File: src/rtl/vga_frame_reader.sv
// VGA 640x480 timing generator and framebuffer reader.
// Drives a one-cycle-latency read port and outputs RGB565 pixels with sync/blank, two ticks behind.
module vga_frame_reader #(
    parameter int unsigned DATA_WIDTH = 16,
    parameter int unsigned ROW_BITS   = 9,
    parameter int unsigned COL_BITS   = 10,
    parameter int unsigned H_VISIBLE  = 640,
    parameter int unsigned H_FRONT    = 16,
    parameter int unsigned H_SYNC     = 96,
    parameter int unsigned H_BACK     = 48,
    parameter int unsigned V_VISIBLE  = 480,
    parameter int unsigned V_FRONT    = 10,
    parameter int unsigned V_SYNC     = 2,
    parameter int unsigned V_BACK     = 33
) (
    input  logic                  Clock,
    input  logic                  Reset,
    input  logic                  iPixelEnable,
    input  logic [DATA_WIDTH-1:0] iDataIn,
    output logic [ROW_BITS-1:0]   oReadRow,
    output logic [COL_BITS-1:0]   oReadCol,
    output logic [4:0]            oRed,
    output logic [5:0]            oGreen,
    output logic [4:0]            oBlue,
    output logic                  oHSync,
    output logic                  oVSync,
    output logic                  oBlank,
    output logic                  oFrameStart
);

    localparam int unsigned H_TOTAL = H_VISIBLE + H_FRONT + H_SYNC + H_BACK;
    localparam int unsigned V_TOTAL = V_VISIBLE + V_FRONT + V_SYNC + V_BACK;
    localparam int unsigned HW      = $clog2(H_TOTAL);
    localparam int unsigned VW      = $clog2(V_TOTAL);

    localparam logic [HW-1:0] H_LAST   = HW'(H_TOTAL - 1);
    localparam logic [HW-1:0] H_VIS    = HW'(H_VISIBLE);
    localparam logic [HW-1:0] HS_START = HW'(H_VISIBLE + H_FRONT);
    localparam logic [HW-1:0] HS_END   = HW'(H_VISIBLE + H_FRONT + H_SYNC);
    localparam logic [VW-1:0] V_LAST   = VW'(V_TOTAL - 1);
    localparam logic [VW-1:0] V_VIS    = VW'(V_VISIBLE);
    localparam logic [VW-1:0] VS_START = VW'(V_VISIBLE + V_FRONT);
    localparam logic [VW-1:0] VS_END   = VW'(V_VISIBLE + V_FRONT + V_SYNC);

    logic [HW-1:0]         hcnt_q;
    logic [VW-1:0]         vcnt_q;
    logic                  visible;
    logic                  blank_raw, hs_raw, vs_raw, origin_raw;
    logic                  blank_s1_q, hs_s1_q, vs_s1_q, origin_s1_q;
    logic                  en_d1_q;
    logic [DATA_WIDTH-1:0] data_hold_q;
    logic [DATA_WIDTH-1:0] pix_src;

    always_ff @(posedge Clock) begin
        if (Reset) begin
            hcnt_q <= '0;
            vcnt_q <= '0;
        end else if (iPixelEnable) begin
            if (hcnt_q == H_LAST) begin
                hcnt_q <= '0;
                vcnt_q <= (vcnt_q == V_LAST) ? '0 : vcnt_q + VW'(1);
            end else begin
                hcnt_q <= hcnt_q + HW'(1);
            end
        end
    end

    always_comb begin
        visible    = (hcnt_q < H_VIS) && (vcnt_q < V_VIS);
        blank_raw  = ~visible;
        hs_raw     = ~((hcnt_q >= HS_START) && (hcnt_q < HS_END));
        vs_raw     = ~((vcnt_q >= VS_START) && (vcnt_q < VS_END));
        origin_raw = (hcnt_q == '0) && (vcnt_q == '0);
        oReadCol   = visible ? COL_BITS'(hcnt_q) : '0;
        oReadRow   = visible ? ROW_BITS'(vcnt_q) : '0;
        // Back-to-back ticks: the word for the stage-1 pixel is on iDataIn right now.
        // Gapped ticks: it arrived on the clock after stage 1 and was held.
        pix_src    = en_d1_q ? iDataIn : data_hold_q;
    end

    always_ff @(posedge Clock) begin
        if (Reset) begin
            blank_s1_q  <= 1'b1;
            hs_s1_q     <= 1'b1;
            vs_s1_q     <= 1'b1;
            origin_s1_q <= 1'b0;
            en_d1_q     <= 1'b0;
            data_hold_q <= '0;
            oBlank      <= 1'b1;
            oHSync      <= 1'b1;
            oVSync      <= 1'b1;
            oFrameStart <= 1'b0;
            oRed        <= '0;
            oGreen      <= '0;
            oBlue       <= '0;
        end else begin
            oFrameStart <= 1'b0;
            en_d1_q     <= iPixelEnable;
            if (en_d1_q) begin
                data_hold_q <= iDataIn;
            end
            if (iPixelEnable) begin
                blank_s1_q  <= blank_raw;
                hs_s1_q     <= hs_raw;
                vs_s1_q     <= vs_raw;
                origin_s1_q <= origin_raw;
                oBlank      <= blank_s1_q;
                oHSync      <= hs_s1_q;
                oVSync      <= vs_s1_q;
                oFrameStart <= origin_s1_q;
                if (blank_s1_q) begin
                    oRed   <= '0;
                    oGreen <= '0;
                    oBlue  <= '0;
                end else begin
                    oRed   <= pix_src[15:11];
                    oGreen <= pix_src[10:5];
                    oBlue  <= pix_src[4:0];
                end
            end
        end
    end

endmodule

File: config.mk
export PLATFORM = sky130hd
export DESIGN_NAME = vga_frame_reader
export DESIGN_NICKNAME = d
export VERILOG_FILES = /design/src/rtl/vga_frame_reader.sv
export SDC_FILE = /design/constraint.sdc
export NUM_CORES = 1
export LEC_CHECK = 0
export BUFFER_PORTS_ARGS = -buffer_cell sky130_fd_sc_hd__buf_2
export CAP_MARGIN = 20
export CORE_MARGIN = 2
export CORE_UTILIZATION = 45
export DETAILED_ROUTE_END_ITERATION = 10
export PLACE_DENSITY = 0.68
export SETUP_SLACK_MARGIN = 0.4
export SLEW_MARGIN = 10
export SYNTH_ARGS = -nofsm -noshare
export SYNTH_HDL_FRONTEND = slang
export SYNTH_SLANG_ARGS = --single-unit
File: constraint.sdc
create_clock -name Clock -period 2.35 [get_ports Clock]
set_input_delay 0.235 -clock Clock [delete_from_list [all_inputs] [get_ports Clock]]
set_output_delay 0.235 -clock Clock [all_outputs]
set_load 0.005 [all_outputs]
# Word-level counts from Yosys, hierarchy flattened
# Cells that the tools add are included.
[totals] reg_bits=61 in_bits=19 elab_cells=45 out_inout_bits=39
[classes] n_bitwise=4 eq_ne=2 n_reduce_logical=8 add_sub_neg=2 n_mux=8 n_lt_le_gt_ge=6
[ops] op="$mux W10" n=3
[ops] op="$add A10 B1 Y10 const B" n=2
[ops] op="$eq A10 B10 Y1 const B" n=2
[ops] op="$logic_not A10 Y1" n=2
[ops] op="$lt A10 B10 Y1 const B" n=2
[ops] op="$lt A10 B9 Y1 const B" n=2
[ops] op="$mux W16" n=1
[ops] op="$ge A10 B10 Y1 const B" n=1
[ops] op="$ge A10 B9 Y1 const B" n=1
[ops] op="$mux W5" n=2
[ops] op="$mux W9" n=1
[ops] op="$mux W6" n=1
[ops] op="$logic_and A1 B1 Y1" n=4
[ops] op="$not A1 Y1" n=4
[ops] op="$reduce_and A2 Y1" n=1
[ops] op="$reduce_or A2 Y1" n=1

# Longest topological paths before layout
[logic_depth] depth_word=3 ltp_mapped=7 ltp_nobuf=6

# Worst setup path before layout
# No wires, ideal clock.
[synth_path] path_kind="flip-flop to flip-flop" from="reg hcnt_q[0]" to="reg vcnt_q[7]" slack_ns=0.707 synth_period_minus_slack_ns=1.643 path_buffers=1 path_stages_with_launch=7 setup_time_ns=0.070 arrival_ns=1.573 required_ns=2.280 path_cell_list="dfxtp_1 > ha_1 > and4_1 > buf_6 > nand4_4 > or4_1 > a21oi_1"
[synth_via] elab_chain_cells=2
[synth_rtl] item="start, declared" line="45" text="logic [HW-1:0] hcnt_q;"
[synth_rtl] item="start signal, assigned" line="63" text="hcnt_q <= hcnt_q + HW'(1);"
[synth_rtl] item="$eq A10 B10 Y1" line="59" text="if (hcnt_q == H_LAST) begin"
[synth_rtl] item="$reduce_and A2 Y1 (no source line)"
[synth_rtl] item="end signal, assigned" line="61" text="vcnt_q <= (vcnt_q == V_LAST) ? '0 : vcnt_q + VW'(1);"
[synth_rtl] item="end, declared" line="46" text="logic [VW-1:0] vcnt_q;"
# No other way between the ends.
# A chain may end at the register's enable or synchronous reset.

# Worst setup path after layout
[layout_path] from="reg vcnt_q[7]" to="out oReadCol[3]"
[layout_via] elab_chain_cells=3
[layout_rtl] item="$lt A10 B9 Y1" line="69" text="visible = (hcnt_q < H_VIS) && (vcnt_q < V_VIS);"
[layout_rtl] item="$logic_and A1 B1 Y1" line="69"
[layout_rtl] item="$mux W10" line="74" text="oReadCol = visible ? COL_BITS'(hcnt_q) : '0;"
[layout_rtl] item="end, declared" line="21" text="output logic [COL_BITS-1:0] oReadCol,"
# No other way between the ends.

==> run metrics <==
filler instances 527; Final Skew 0.0101 ns; row count 27; adder-cell share of the synthesized area 1.97%; CP Data Required Time 2.12 ns; Worst Hold Path EP data_hold_q[7]; post-synthesis cell type count 40; syn_area_per_cell 9.62 µm²; vias in the first global route 1864; area delta synth->final 22.2%; Post-Synth Simple-Gate Area 24.1%; initial antenna violation count 0; Rel. slew slack 63.3%; Tmin final 1.84 ns; fin util 56.7%; worst flop-to-flop path endpoint vcnt_q[9]; Placer Congestion 0.828; fin. max-slew vios 0; first-pass GRT wire length 8980 µm; DRT Pass-1 Iters 4; largest net degree at the start of global routing 34; status complete, no violations; Mapped Nets 287; cell area power density 653 nW/µm²; Antenna Violating Nets Remaining 0; CTS Buf Count 9; grt total ovfl 0; Iter 0 DRT Violations 176; drc violations 0; hold crit path type input port to flop; VDD IR max 331 µV; Worst R2R Path Depth 5; measured slew at the worst slew-check pin 0.545 ns; Arrival @ worst endpoint 1.61 ns; root buffer cell clkbuf_8; total power 2030 µW; H-tree levels 3; die height 79.1 µm; GRT Util Overall 18.6%; Placed Cells 380; Initial Utilization 46.4%; DP Wirelength 3630 µm; Post-synth EDFFs 0; Final period util 78.3%; Synth Area in Compound Gates 11.9%; Die W 79.1 µm; unrepaired setup endpoints after global routing no; Worst Setup End Kind primary output; I/O Pins 58; # diodes 0; via/cell ratio 5.23; Syn Std Cell Area 2540 µm²; startpoint types flop; max frequency 543 MHz; XOR/XNOR Fraction of Synth Area 3.45%; setup TNS 0 ns; Final nets 349; WS Path Type flop to primary output; worst skew pair latency 0.34 ns; drt wl/cell 14.1 µm; Primary FF master, synth dfxtp_1; register area share after synthesis 48.1%; crit path max fanout 6; die area 6260 µm²; Fin Hold WS 0.175 ns; CTS clk-pin slew, worst paths 0.08 ns; non-filler cells, final 403; reg2reg setup slack 0.54 ns; post-synthesis mux area share 6.70%; max-cap viol count 0; WHS Path Cells 3; final hold violation count 0; Post-synth ARST share 0%; # setup viols final 0; WL final 5660 µm; # port buffers 57; YS warnings 0; vias 2108; FF-to-FF Start hcnt_q[0]; clock tree buffer depth 2; post-synthesis register bit count 61; Lkg Pwr 0.00134 µW; TritonCTS clock tree done; main combinational cell family by area after synthesis simple AND/OR/NAND/NOR gates; Syn Inst Count 264; core box area 5470 µm²; # clock sinks 61; share of layout cells above drive strength 1 28.4%; hold_sp iDataIn[7]
[logic make-up after synthesis]
logic type	count (synthesis)
muxes	17
DFF	61
buffers and inverters	22
adders and majority gates	4
xor gates and xnor gates	10
AOI/OAI and AO/OA	42
and+or+nand+nor	108
[metrics by stage]
step	cell area [µm²]	worst slack [ns]
2_1_floorplan	2540	0.707
3_3_place_gp	2870	0.521
3_5_place_dp	2870	0.480
4_1_cts	3050	0.409
5_1_grt	3100	0.416
6_report	3100	0.510
[report_power, final]
group	total [µW]	leakage, µW	internal, µW	switching (µW)
sequential	1080	0.000496	1060	15.7
combinational	124	0.000751	59.6	64.2
clock	825	0.0000937	387	438
[cell usage after synthesis, drive strengths merged, types with 5 or more instances]
library cell	instances	share of area (%)
a22o	16	5.5
nor2	34	5.0
o31ai	5	1.5
nand4	6	2.1
buf	5	1.2
clkbuf	12	1.8
nand3	11	2.2
mux2i	17	6.7
inv	5	0.74
a21oi	8	1.6
xor2	7	2.4
o21ai	6	1.2
and2	20	5.0
nor2b	7	1.7
nand2	5	0.74
dfxtp	61	48
[sequential cells by signal (all words and copies together) (netlist names), 5 cells and up]
register and flops:
oRed 5, oGreen 6, data_hold_q 16, vcnt_q 10, oBlue 5, hcnt_q 10
[layer usage]
metal | share of wire, % | GRT usage, %
met2 | 45 | 27.2
met1 | 49 | 25.9
met4 | 1.6 | 9.83
met5 | 0 | 0
met3 | 4.6 | 3.41
[how the worst max path moves through the flow]
| stage | slack, ns | end | startpoint | cells past startpoint |
|---|---|---|---|---|
| after floorplan | 0.71 | vcnt_q[7] | hcnt_q[0] | 6 |
| after global placement | 0.52 | vcnt_q[2] | hcnt_q[0] | 5 |
| after detailed placement | 0.48 | vcnt_q[9] | hcnt_q[0] | 5 |
| after CTS | 0.41 | oReadCol[8] | vcnt_q[5] | 4 |
| after global routing | 0.42 | vcnt_q[7] | hcnt_q[0] | 5 |
| final | 0.51 | oReadCol[3] | vcnt_q[7] | 4 |
[critical path: stages, from the launching register on]
cell     delay (ns)
dfxtp_1        0.42
nand4_1        0.22
and3b_2        0.32
and2_2         0.20
buf_2          0.12
[area by class of cell]
| class | instances | area (µm²) | area share [%] |
|---|---|---|---|
| multi-input combinational | 183 | 1240 | 40.1 |
| tap | 72 | 90.1 | 2.90 |
| clock buffer | 9 | 124 | 3.99 |
| inverter | 5 | 18.8 | 0.605 |
| sequential | 61 | 1220 | 39.4 |
| clock inverter | 7 | 50.0 | 1.61 |
| timing repair buffer | 66 | 353 | 11.4 |
[timing repair]
item,CTS,global route
setup endpoints to repair,19,25
gates cloned,1,1
hold buffers,0,0
gates resized for setup,1,5
buffers inserted,0,4
pin swaps,1,3
endpoints found under the hold margin,0,0
[layout by cell type, fill, tap and decap left out, drive strengths merged, types with 2 or more instances in the layout]
cell type / count
buf: 66
dfxtp: 61
nor2: 34
and2: 20
mux2i: 17
a22o: 16
nand3: 11
clkbuf: 9
a21oi: 8
nor2b: 7
xor2: 7
inv: 7
nand4: 6
o21ai: 6
nand2: 5
o31ai: 5
clkinv: 5
ha: 4
and4: 4
or3: 4
xnor2: 3
nor4: 3
o21bai: 3
and3b: 3
and3: 3
nand2b: 2
or4: 2
a211o: 2
or2: 2
Power figures use the tool's default switching activity.
